===== config.mk =====
export PLATFORM = sky130hd
export DESIGN_NAME = window_3x3_gen
export DESIGN_NICKNAME = d
export VERILOG_FILES = /design/src/rtl/window_3x3_gen.sv
export SDC_FILE = /design/constraint.sdc
export NUM_CORES = 1
export LEC_CHECK = 0
export BUFFER_PORTS_ARGS = -buffer_cell sky130_fd_sc_hd__buf_4
export CORE_ASPECT_RATIO = 1.1
export CORE_MARGIN = 1
export CORE_UTILIZATION = 40
export CTS_CLUSTER_SIZE = 12
export DETAILED_ROUTE_END_ITERATION = 8
export PLACE_DENSITY_LB_ADDON = 0.05
export SLEW_MARGIN = 40
export SYNTH_ARGS = -nofsm -noshare
export SYNTH_HDL_FRONTEND = slang
export SYNTH_SLANG_ARGS = --single-unit

===== constraint.sdc =====
create_clock -name CLK -period 1.7 [get_ports CLK]
set_input_delay 0.085 -clock CLK [delete_from_list [all_inputs] [get_ports CLK]]
set_output_delay 0.085 -clock CLK [all_outputs]
set_load 0.03 [all_outputs]

===== src/rtl/window_3x3_gen.sv =====
// 3x3 sliding-window generator: raster pixels pass through two line buffers into a
// 3x3 register window, and each complete window is handed to a sorter via start/valid.
//
//   state  | meaning
//   ACCEPT | taking pixels; a window-completing pixel moves to REQ
//   REQ    | window frozen, start_o high, waiting for sort_valid_i=1
//   REL    | window frozen, waiting for the sorter to drop sort_valid_i
`ifndef BIT_WIDTH
`define BIT_WIDTH 8
`endif

module window_3x3_gen #(
  parameter int IMG_WIDTH  = 8,
  parameter int IMG_HEIGHT = 8
) (
  input  logic                  CLK,
  input  logic                  RST,
  input  logic [`BIT_WIDTH-1:0] pix_data_i,
  input  logic                  pix_valid_i,
  output logic                  pix_ready_o,
  output logic [`BIT_WIDTH-1:0] win_data0_o,
  output logic [`BIT_WIDTH-1:0] win_data1_o,
  output logic [`BIT_WIDTH-1:0] win_data2_o,
  output logic [`BIT_WIDTH-1:0] win_data3_o,
  output logic [`BIT_WIDTH-1:0] win_data4_o,
  output logic [`BIT_WIDTH-1:0] win_data5_o,
  output logic [`BIT_WIDTH-1:0] win_data6_o,
  output logic [`BIT_WIDTH-1:0] win_data7_o,
  output logic [`BIT_WIDTH-1:0] win_data8_o,
  output logic                  start_o,
  input  logic                  sort_valid_i,
  output logic                  frame_done_o
);

  localparam int BW = `BIT_WIDTH;
  localparam int CW = $clog2(IMG_WIDTH);
  localparam int RW = $clog2(IMG_HEIGHT);
  localparam logic [CW-1:0] COL_LAST = CW'(IMG_WIDTH - 1);
  localparam logic [RW-1:0] ROW_LAST = RW'(IMG_HEIGHT - 1);
  localparam logic [CW-1:0] COL_TWO  = CW'(2);
  localparam logic [RW-1:0] ROW_TWO  = RW'(2);

  if (IMG_WIDTH < 3) begin : g_bad_width
    $error("window_3x3_gen: IMG_WIDTH must be at least 3");
  end
  if (IMG_HEIGHT < 3) begin : g_bad_height
    $error("window_3x3_gen: IMG_HEIGHT must be at least 3");
  end

  typedef enum logic [1:0] {
    ST_ACCEPT = 2'd0,
    ST_REQ    = 2'd1,
    ST_REL    = 2'd2
  } state_e;

  state_e          state_q, state_d;
  logic [CW-1:0]   col_q, col_d;
  logic [RW-1:0]   row_q, row_d;
  logic            last_q, last_d;
  logic            frame_done_q, frame_done_d;
  logic [BW-1:0]   lb1_q [IMG_WIDTH];
  logic [BW-1:0]   lb1_d [IMG_WIDTH];
  logic [BW-1:0]   lb2_q [IMG_WIDTH];
  logic [BW-1:0]   lb2_d [IMG_WIDTH];
  logic [BW-1:0]   win_q [9];
  logic [BW-1:0]   win_d [9];

  logic accept;
  logic win_complete;
  logic at_last_pix;

  assign accept       = pix_valid_i && (state_q == ST_ACCEPT);
  assign win_complete = accept && (row_q >= ROW_TWO) && (col_q >= COL_TWO);
  assign at_last_pix  = (row_q == ROW_LAST) && (col_q == COL_LAST);

  // Position of the next pixel to be accepted.
  always_comb begin
    col_d = col_q;
    row_d = row_q;
    if (accept) begin
      if (col_q == COL_LAST) begin
        col_d = '0;
        row_d = (row_q == ROW_LAST) ? '0 : row_q + 1'b1;
      end else begin
        col_d = col_q + 1'b1;
      end
    end
  end

  // The oldest entry of lb1 is pixel(row-1,col) and of lb2 is pixel(row-2,col),
  // because each buffer holds exactly one row of accepts.
  always_comb begin
    lb1_d = lb1_q;
    lb2_d = lb2_q;
    win_d = win_q;
    if (accept) begin
      for (int i = IMG_WIDTH - 1; i > 0; i--) begin
        lb1_d[i] = lb1_q[i-1];
        lb2_d[i] = lb2_q[i-1];
      end
      lb1_d[0] = pix_data_i;
      lb2_d[0] = lb1_q[IMG_WIDTH-1];

      win_d[0] = win_q[1];
      win_d[1] = win_q[2];
      win_d[2] = lb2_q[IMG_WIDTH-1];
      win_d[3] = win_q[4];
      win_d[4] = win_q[5];
      win_d[5] = lb1_q[IMG_WIDTH-1];
      win_d[6] = win_q[7];
      win_d[7] = win_q[8];
      win_d[8] = pix_data_i;
    end
  end

  always_comb begin
    state_d      = state_q;
    last_d       = last_q;
    frame_done_d = 1'b0;
    case (state_q)
      ST_ACCEPT: begin
        if (win_complete) begin
          state_d = ST_REQ;
          last_d  = at_last_pix;
        end
      end
      ST_REQ: begin
        if (sort_valid_i) begin
          state_d = ST_REL;
        end
      end
      ST_REL: begin
        if (!sort_valid_i) begin
          state_d      = ST_ACCEPT;
          frame_done_d = last_q;
        end
      end
      default: begin
        state_d = ST_ACCEPT;
      end
    endcase
  end

  always_ff @(posedge CLK or negedge RST) begin
    if (!RST) begin
      state_q      <= ST_ACCEPT;
      col_q        <= '0;
      row_q        <= '0;
      last_q       <= 1'b0;
      frame_done_q <= 1'b0;
      for (int i = 0; i < IMG_WIDTH; i++) begin
        lb1_q[i] <= '0;
        lb2_q[i] <= '0;
      end
      for (int i = 0; i < 9; i++) begin
        win_q[i] <= '0;
      end
    end else begin
      state_q      <= state_d;
      col_q        <= col_d;
      row_q        <= row_d;
      last_q       <= last_d;
      frame_done_q <= frame_done_d;
      lb1_q        <= lb1_d;
      lb2_q        <= lb2_d;
      win_q        <= win_d;
    end
  end

  assign pix_ready_o  = (state_q == ST_ACCEPT);
  assign start_o      = (state_q == ST_REQ);
  assign frame_done_o = frame_done_q;

  assign win_data0_o = win_q[0];
  assign win_data1_o = win_q[1];
  assign win_data2_o = win_q[2];
  assign win_data3_o = win_q[3];
  assign win_data4_o = win_q[4];
  assign win_data5_o = win_q[5];
  assign win_data6_o = win_q[6];
  assign win_data7_o = win_q[7];
  assign win_data8_o = win_q[8];

endmodule


==> results of run 1 <==
worst max path at each step:
stage                                end  cells after the start  startpoint  slack [ps]
final                     win_data7_o[2]                      4  state_q[0]         130
after floorplan                lb2_q[10]                      4  state_q[0]         240
after detailed placement  win_data7_o[2]                      4  state_q[0]         130
after CTS                 win_data7_o[2]                      4  state_q[0]         110
after global placement    win_data4_o[0]                      4  state_q[0]         160
after global routing           lb1_q[61]                      4  state_q[0]          40
kinds of logic (layout without fill, tap and decap cells):
group,Yosys count,after routing,share of synthesized area
simple gates,11,11,0.0106
buf+inv,68,146,0.0760
mux,158,158,0.275
flops,162,162,0.627
compound gates,4,4,0.00406
fa+ha+maj,4,4,0.00774
cell usage in the layout (no fill, tap or decap):
master	synthesis	layout
clkbuf_8	0	4
nand3b_1	1	1
nor3_1	1	1
buf_4	62	91
o221ai_1	1	1
nor2_1	3	3
buf_12	0	9
ha_1	4	4
dfrtp_1	162	162
a21boi_0	1	1
bufinv_16	0	3
nor3b_4	1	1
clkbuf_16	0	17
nand2_1	2	2
inv_1	3	3
nand2b_1	2	2
clkinv_2	0	5
mux2_1	13	13
clkinvlp_4	0	2
buf_6	0	1
clkbuf_1	0	1
dlygate4sd3_1	0	10
nor2b_1	1	1
mux2i_1	1	1
o21ai_0	2	2
mux2_2	144	144
flip-flops by register name (all words and copies together), names as in the netlist:
name / count
lb1_q: 48
lb2_q: 40
win_data0_o: 8
win_data1_o: 8
win_data2_o: 8
win_data3_o: 8
win_data4_o: 8
win_data5_o: 8
win_data6_o: 8
win_data7_o: 8
col_q: 3
row_q: 3
state_q: 2
frame_done_o: 1
last_q: 1
metrics by stage:
stage	instances	power, W
floorplan	407	0.0124
global placement	643	0.0138
detailed placement	643	0.0140
CTS	685	0.0180
global route	685	0.0188
finish	685	0.0177
metal layers:
metal  up-vias  track usage
li1       1490            -
met1      1659        0.170
met2        65        0.200
met3        10       0.0484
met4         0       0.0562
met5         -            0
final cells by class:
cell class / instances / area, sq um / share of cell area
repair buffers: 111 / 975 / 0.125
clock inverters: 10 / 130 / 0.0166
well taps: 200 / 250 / 0.0320
multi-input cells: 177 / 1920 / 0.246
flip-flops and latches: 162 / 4050 / 0.518
clock buffers: 22 / 484 / 0.0619
inverters: 3 / 11.3 / 0.00144
power breakdown:
part	total (W)	internal [W]	switching, W
Clock	0.00388	0.00245	0.00143
Combinational	0.00682	0.00349	0.00333
Sequential	0.00700	0.00584	0.00116
Total	0.0177	0.0118	0.00593
worst reg2reg max path: stages, from the launching register on:
cell	delay, ps
dfrtp_1	420
nor3b_4	270
buf_4	200
buf_12	190
mux2_2	370
==> results.yml, run 1 <==
run_status:
  outcome: "finished, final reports clean"
place:
  dp_hpwl_microns: 6370
  placed_area_sq_um: 7110
  io_buffers: 86
  globalplace.congestion: 0.651
  pre_cts_ws_ps: 126
sta:
  worst_slack_ps: 127
  tightest_slew_ps: 504
  slew_headroom: 0.664
  post-route-period-util: 0.925
  rsz0062_at_grt: "no"
  hold_violations: 0
  finalSetupViolCount: 0
  finalSetupTns_ps: 0
  max_freq_mhz: 636
  clock_skew_ps: 7.25
  fin_crit_ps: 1570
  worst_hold_slack_ps: 188
  drv_slew: 0
min_path:
  min-delay-path-class: "input port to asynchronous set/reset pin"
cts:
  cts_buffers: 17
  clock_sinks: 162
  postCtsHoldBufs: 10
  cts_setup_buffers: 0
  cts_root_buffer: "clkbuf_16"
  clock_latency_ps: 410
  htreeDepth: 4
  clk_pin_slew_worst_paths_ps: 60
  cts.path.max_buffers: 2
  cts_tree: "built"
  ctsResizeCount: 0
route:
  m1WireLength_microns: 4420
  dr.max_layer_used: "met4"
  dr_wl_met3_microns: 561
  wire_per_inst_microns: 14.2
  first_pass_iters: 4
  num_vias: 3224
  drc_errors: 0
  drtIter0Drc: 109
  ant_nets: 0
  routed_via_density: 4.71
  wl_met2_microns: 4610
  routed_wl_microns: 9730
cells_and_area:
  drive_gt1_frac: 0.571
  fin_util: 0.497
  stdcell_area_sq_um: 7830
  n_antenna_cell: 0
  nets: 488
  fillers: 1391
  syn2layout_area_growth_pct: 21.0
power_and_ir_drop:
  p_leak_nw: 3.54
  ir_worst_vdd_v: 0.00100
  power_density_nw_per_um2: 2260
synthesis:
  synth-edff-count: 0
  ys_top_cells_by_area: "dfrtp_1 63%, mux2_2 25%, buf_4 7.2%, mux2_1 2.3%, ha_1 0.77%"
  netlist_area_sq_um: 6470
  synth.distinct_cells: 18
  yosysSeqAreaShare: 0.627
  yosys-top-cells-count: "162 x dfrtp_1, 144 x mux2_2, 62 x buf_4, 13 x mux2_1, 4 x ha_1"
  async_reset_ff_frac: 1.00
  synth_seq_cells: 162
  yosys.area.top_type: "dfrtp_1"
  synth_nets: 423
  yosysWarnings: 0
  synthCells: 407
  avgSynthCellArea_sq_um: 15.9
  synth_top_area_share: 0.627
  synth_most_common_cell: "dfrtp_1"
  ys.flop_type: "dfrtp_1"
setup_path:
  worst-path-buf-inv: 2
  reg2reg_slack_ps: 130
  end_kind: "flop"
  cp-start-kind: "flop"
  worstPathCellList: "nor3b_4, buf_4, buf_12, mux2_2"
  rr_startpoint: "state_q[0]"
  cp_data_arrival_time_ps: 1870
  critPathRequiredTime_ps: 1990
  critical-path-top-delay-family: "flip-flops"
  r2r-end: "win_data7_o[2]"
  cp_max_fo: 28
  cp_slowest_cell: "dfrtp_1"
  criticalPathCategory: "flop to flop"
  crit_path_max_incr_delay_ps: 420
  reg2reg_depth: 4
global_route:
  grt_pass1_wl_microns: 16900
  globalRouteTotalUtil: 0.132
  grt_max_degree: 54
  first_global_vias: 3395
  antenna_found_initial: 0
  gr-total-overflow: 0
die:
  initial_core_util: 0.411
  die_x_microns: 123
  rows: 48
  num_io_pins: 87
  die_area_sq_um: 16700
  die_h_microns: 135
  core_sq_um: 15700
flow_run:
  max-cap-violations: 0
(Power assumes the default switching activity.)
==> run 2: changes to the inputs <==
--- a/config.mk
+++ b/config.mk
@@ -12,6 +12,7 @@
 export CTS_CLUSTER_SIZE = 12
 export DETAILED_ROUTE_END_ITERATION = 8
 export PLACE_DENSITY_LB_ADDON = 0.05
+export SETUP_SLACK_MARGIN = 0.15
 export SLEW_MARGIN = 40
 export SYNTH_ARGS = -nofsm -noshare
 export SYNTH_HDL_FRONTEND = slang
==> results.yml, run 2 (same netlist as run 1, synthesis figures left out) <==
run_status:
  outcome: "finished, final reports clean"
global_route:
  met1_usage: 0.172
  first_global_vias: 3426
  met3_usage: 0.0480
  antenna_found_initial: 0
  grt_pass1_wl_microns: 17000
  globalRouteTotalUtil: 0.134
  busiest_layer: "met2"
  gr-total-overflow: 0
  grt_max_degree: 54
  grt_util_met2: 0.203
sta:
  finalSetupViolCount: 0
  max_freq_mhz: 632
  rsz0062_at_grt: "yes"
  post-route-period-util: 0.930
  clock_skew_ps: 8.17
  tightest_slew_ps: 515
  worst_slack_ps: 118
  fin_crit_ps: 1580
  hold_violations: 0
  drv_slew: 0
  slew_headroom: 0.656
  finalSetupTns_ps: 0
setup_path:
  reg2reg_slack_ps: 120
  critPathRequiredTime_ps: 2000
  criticalPathCategory: "flop to flop"
  reg2reg_depth: 5
  cp_data_arrival_time_ps: 1880
  cp_max_fo: 13
  end_kind: "flop"
  cp-start-kind: "flop"
route:
  num_vias: 3300
  first_pass_iters: 4
  drc_errors: 0
  routed_wl_microns: 10900
  ant_nets: 0
  wire_per_inst_microns: 15.5
  drtIter0Drc: 103
  routed_via_density: 4.71
die:
  core_sq_um: 15700
  die_area_sq_um: 16700
  die_h_microns: 135
  initial_core_util: 0.411
  num_io_pins: 87
  rows: 48
  die_x_microns: 123
cts:
  clock_latency_ps: 410
  clk_pin_slew_worst_paths_ps: 60
  htreeDepth: 4
  cts_root_buffer: "clkbuf_16"
  cts_tree: "built"
  clock_sinks: 162
  cts.path.max_buffers: 2
  cts_buffers: 17
cells_and_area:
  reg.largest.list: "lb1_q x48, lb2_q x40"
  fillers: 1356
  largest_reg_flops: 48
  n_antenna_cell: 0
  regMostFlops: "lb1_q"
  drive_gt1_frac: 0.589
  fin_cells: 701
  fin_util: 0.525
  final_common_cell: "dfrtp_1"
  nets: 504
  final_cell_mix: "162 x dfrtp_1, 121 x mux2_2, 93 x buf_4"
  syn2layout_area_growth_pct: 27.8
place:
  dp_hpwl_microns: 6370
  globalplace.congestion: 0.651
  pre_cts_ws_ps: 126
  io_buffers: 86
  dp_cells: 643
power_and_ir_drop:
  p_leak_nw: 3.80
  power_density_nw_per_um2: 2260
  ir_worst_vdd_v: 0.00101
min_path:
  min-delay-path-class: "input port to asynchronous set/reset pin"
flow_run:
  max-cap-violations: 0
[run 2: cell types whose count changed in the layout (fill, tap and decap cells not counted), sizes merged]
cell / delta
clkbuf: +9
buf: +7
[run 2: final cells by class]
cell class	count	area (sq um)	area share
well taps	200	250	0.0303
inverters	3	11.3	0.00136
repair buffers	127	1320	0.160
multi-input cells	177	2020	0.244
flip-flops and latches	162	4050	0.491
clock inverters	10	130	0.0157
clock buffers	22	484	0.0586
[run 2: critical path, stage by stage, from the launching register on]
cell and delay (ps):
dfrtp_1 410, nor3b_4 240, buf_12 150, buf_12 150
clkbuf_16 180, mux2_2 330
[run 2: path summary, 6_finish.rpt]
| path | endpoint | start |
|---|---|---|
| setup / recovery | lb2_q[38] | state_q[0] |
| hold / removal | win_data5_o[7] | RST |
| setup reg to reg | lb2_q[38] | state_q[0] |
| hold reg to reg | lb2_q[1] | lb2_q[1] |
| max in group asynchronous | win_data3_o[2] | RST |
| min in group CLK | frame_done_o | sort_valid_i |
[run 2: report_power, final]
group	total, W	switching [W]	internal (W)
Clock	0.00389	0.00144	0.00245
Combinational	0.00774	0.00356	0.00417
Sequential	0.00703	0.00119	0.00584
Total	0.0187	0.00619	0.0125
[run 2: per-layer routing]
| metal | routed length, microns | up-vias |
|---|---|---|
| li1 | - | 1533 |
| met1 | 5290 | 1686 |
| met2 | 4910 | 70 |
| met3 | 546 | 11 |
| met4 | 143 | 0 |
| met5 | 0 | - |
[run 2: what timing repair did]
| action | 4_1_cts | 5_1_grt |
|---|---|---|
| pin swaps | 1 | 1 |
| endpoints found under the hold margin | 59 | 0 |
| buffers inserted | 3 | 2 |
| gates resized for setup | 3 | 28 |
| cloned | 1 | 10 |
| endpoints found under the setup margin | 102 | 147 |
| hold buffers | 10 | 0 |
[run 2: stage by stage]
| stage | hold WS [ps] | power [W] | instance area (sq um) |
|---|---|---|---|
| 2_1_floorplan | -211 | 0.0124 | 6470 |
| 3_3_place_gp | 73.0 | 0.0138 | 7110 |
| 3_5_place_dp | 71.7 | 0.0140 | 7110 |
| 4_1_cts | 201 | 0.0181 | 7900 |
| 5_1_grt | 232 | 0.0198 | 8260 |
| 6_report | 194 | 0.0187 | 8260 |
==> run 3: changes to the inputs <==
--- a/config.mk
+++ b/config.mk
@@ -6,14 +6,13 @@
 export NUM_CORES = 1
 export LEC_CHECK = 0
 export BUFFER_PORTS_ARGS = -buffer_cell sky130_fd_sc_hd__buf_4
-export CORE_ASPECT_RATIO = 1.1
+export CORE_ASPECT_RATIO = 0.7
 export CORE_MARGIN = 1
-export CORE_UTILIZATION = 40
+export CORE_UTILIZATION = 57
 export CTS_CLUSTER_SIZE = 12
 export DETAILED_ROUTE_END_ITERATION = 8
 export PLACE_DENSITY_LB_ADDON = 0.05
 export SETUP_SLACK_MARGIN = 0.15
-export SLEW_MARGIN = 40
 export SYNTH_ARGS = -nofsm -noshare
 export SYNTH_HDL_FRONTEND = slang
 export SYNTH_SLANG_ARGS = --single-unit
==> results.yml, run 3 (same netlist as run 1, synthesis figures left out) <==
run_status:
  outcome: "finished, final reports clean"
global_route:
  busiest_layer: "met2"
  grt_pass1_wl_microns: 16800
  globalRouteTotalUtil: 0.188
  met3_usage: 0.0513
  antenna_found_initial: 0
  gr-total-overflow: 0
  first_global_vias: 3317
  grt_max_degree: 44
  grt_util_met2: 0.284
  met1_usage: 0.261
cells_and_area:
  largest_reg_flops: 48
  reg.largest.list: "lb1_q x48, lb2_q x40"
  nets: 502
  regMostFlops: "lb1_q"
  drive_gt1_frac: 0.592
  final_cell_mix: "162 x dfrtp_1, 89 x buf_4, 75 x mux2_4"
  final_common_cell: "dfrtp_1"
  n_antenna_cell: 0
  syn2layout_area_growth_pct: 29.4
  fin_util: 0.760
setup_path:
  critical-path-top-delay-family: "buffers and inverters"
  cp_max_fo: 7
  reg2reg_depth: 5
  crit_path_max_incr_delay_ps: 410
  worstPathCellList: "nor3b_4, buf_6, buf_12, clkbuf_16, mux2_2"
  cp-start-kind: "flop"
  rr_startpoint: "state_q[0]"
  worst-path-buf-inv: 3
  worst-path-stages: 5
  r2r-end: "win_data6_o[3]"
  criticalPathCategory: "flop to flop"
  cp_slowest_cell: "dfrtp_1"
  critPathRequiredTime_ps: 2000
  reg2reg_slack_ps: 100
  cp_data_arrival_time_ps: 1900
  end_kind: "flop"
place:
  io_buffers: 86
  dp_hpwl_microns: 5970
  pre_cts_ws_ps: 79.8
  globalplace.congestion: 0.712
sta:
  drv_slew: 0
  max_freq_mhz: 624
  finalSetupViolCount: 0
  tightest_slew_ps: 424
  finalSetupTns_ps: 0
  rsz0062_at_grt: "yes"
  slew_headroom: 0.717
  fin_crit_ps: 1600
  post-route-period-util: 0.942
  clock_skew_ps: 5.92
  hold_violations: 0
  worst_slack_ps: 98.6
  worst_hold_slack_ps: 161
cts:
  clock_sinks: 162
  cts_tree: "built"
  cts.path.max_buffers: 2
  htreeDepth: 4
  cts_buffers: 17
  cts_root_buffer: "clkbuf_16"
  clock_latency_ps: 410
  clk_pin_slew_worst_paths_ps: 60
die:
  initial_core_util: 0.588
  die_area_sq_um: 11800
  rows: 32
  die_x_microns: 129
  die_h_microns: 91.1
  num_io_pins: 87
  core_sq_um: 11000
route:
  ant_nets: 0
  wire_per_inst_microns: 18.0
  drc_errors: 0
  routed_via_density: 5.18
  routed_wl_microns: 11700
  first_pass_iters: 4
  num_vias: 3366
  drtIter0Drc: 153
min_path:
  min-delay-path-class: "input port to asynchronous set/reset pin"
power_and_ir_drop:
  ir_worst_vdd_v: 0.00120
  power_density_nw_per_um2: 2310
  p_leak_nw: 3.97
flow_run:
  max-cap-violations: 0
-- run 3: changes by cell type in the layout (fill, tap and decap cells not counted), sizes merged --
cell | previous run | this run
clkbuf | 31 | 30
buf | 108 | 105
clkinv | 5 | 4
clkinvlp | 2 | 3
-- run 3: worst max path at each step --
stage / startpoint / endpoint / slack [ps]
finish: state_q[0] / win_data6_o[3] / 100
global route: state_q[0] / win_data6_o[3] / 60
CTS: state_q[1] / win_data4_o[6] / 120
detailed placement: state_q[0] / lb1_q[11] / 80
global placement: state_q[0] / win_data5_o[4] / 130
floorplan: state_q[0] / lb2_q[10] / 240
-- run 3: worst register-to-register path, stage by stage (launching register included) --
cell and delay [ps]:
dfrtp_1 410, nor3b_4 240, buf_6 180, buf_12 160, clkbuf_16 170, mux2_2 330
-- run 3: timing repair --
action                                  4_1_cts  5_1_grt
pin swaps                                     1        1
endpoints found under the hold margin       158        0
gates cloned                                  2       11
endpoints found under the setup margin      154      107
buffers inserted                              4        0
resized for setup                             9       85
hold buffers                                 10        0
-- run 3: metrics by stage --
stage | instance area [sq um] | std cells | total power [W]
2_1_floorplan | 6470 | 407 | 0.0124
3_3_place_gp | 6990 | 593 | 0.0136
3_5_place_dp | 6990 | 593 | 0.0139
4_1_cts | 7790 | 639 | 0.0179
5_1_grt | 8370 | 650 | 0.0203
6_report | 8370 | 650 | 0.0194
-- run 3: per-layer routing --
metal	vias up	part of all wire
li1	1527	-
met1	1763	0.49
met2	63	0.47
met3	13	0.035
met4	0	0.013
met5	-	0
-- run 3: layout make-up --
cell class | count | area (sq um)
Timing Repair Buffer | 125 | 1330
Tap cell | 153 | 191
Sequential cell | 162 | 4050
Clock inverter | 10 | 136
Inverter | 3 | 11.3
Multi-Input combinational cell | 177 | 2210
Clock buffer | 20 | 447
Fill cell | 647 | 2640
-- run 3: power breakdown --
part	internal, W	total, W	switching, W	leakage (nW)
Sequential	0.00584	0.00717	0.00133	1.94
Clock	0.00233	0.00378	0.00146	0.278
Combinational	0.00466	0.00842	0.00376	1.75
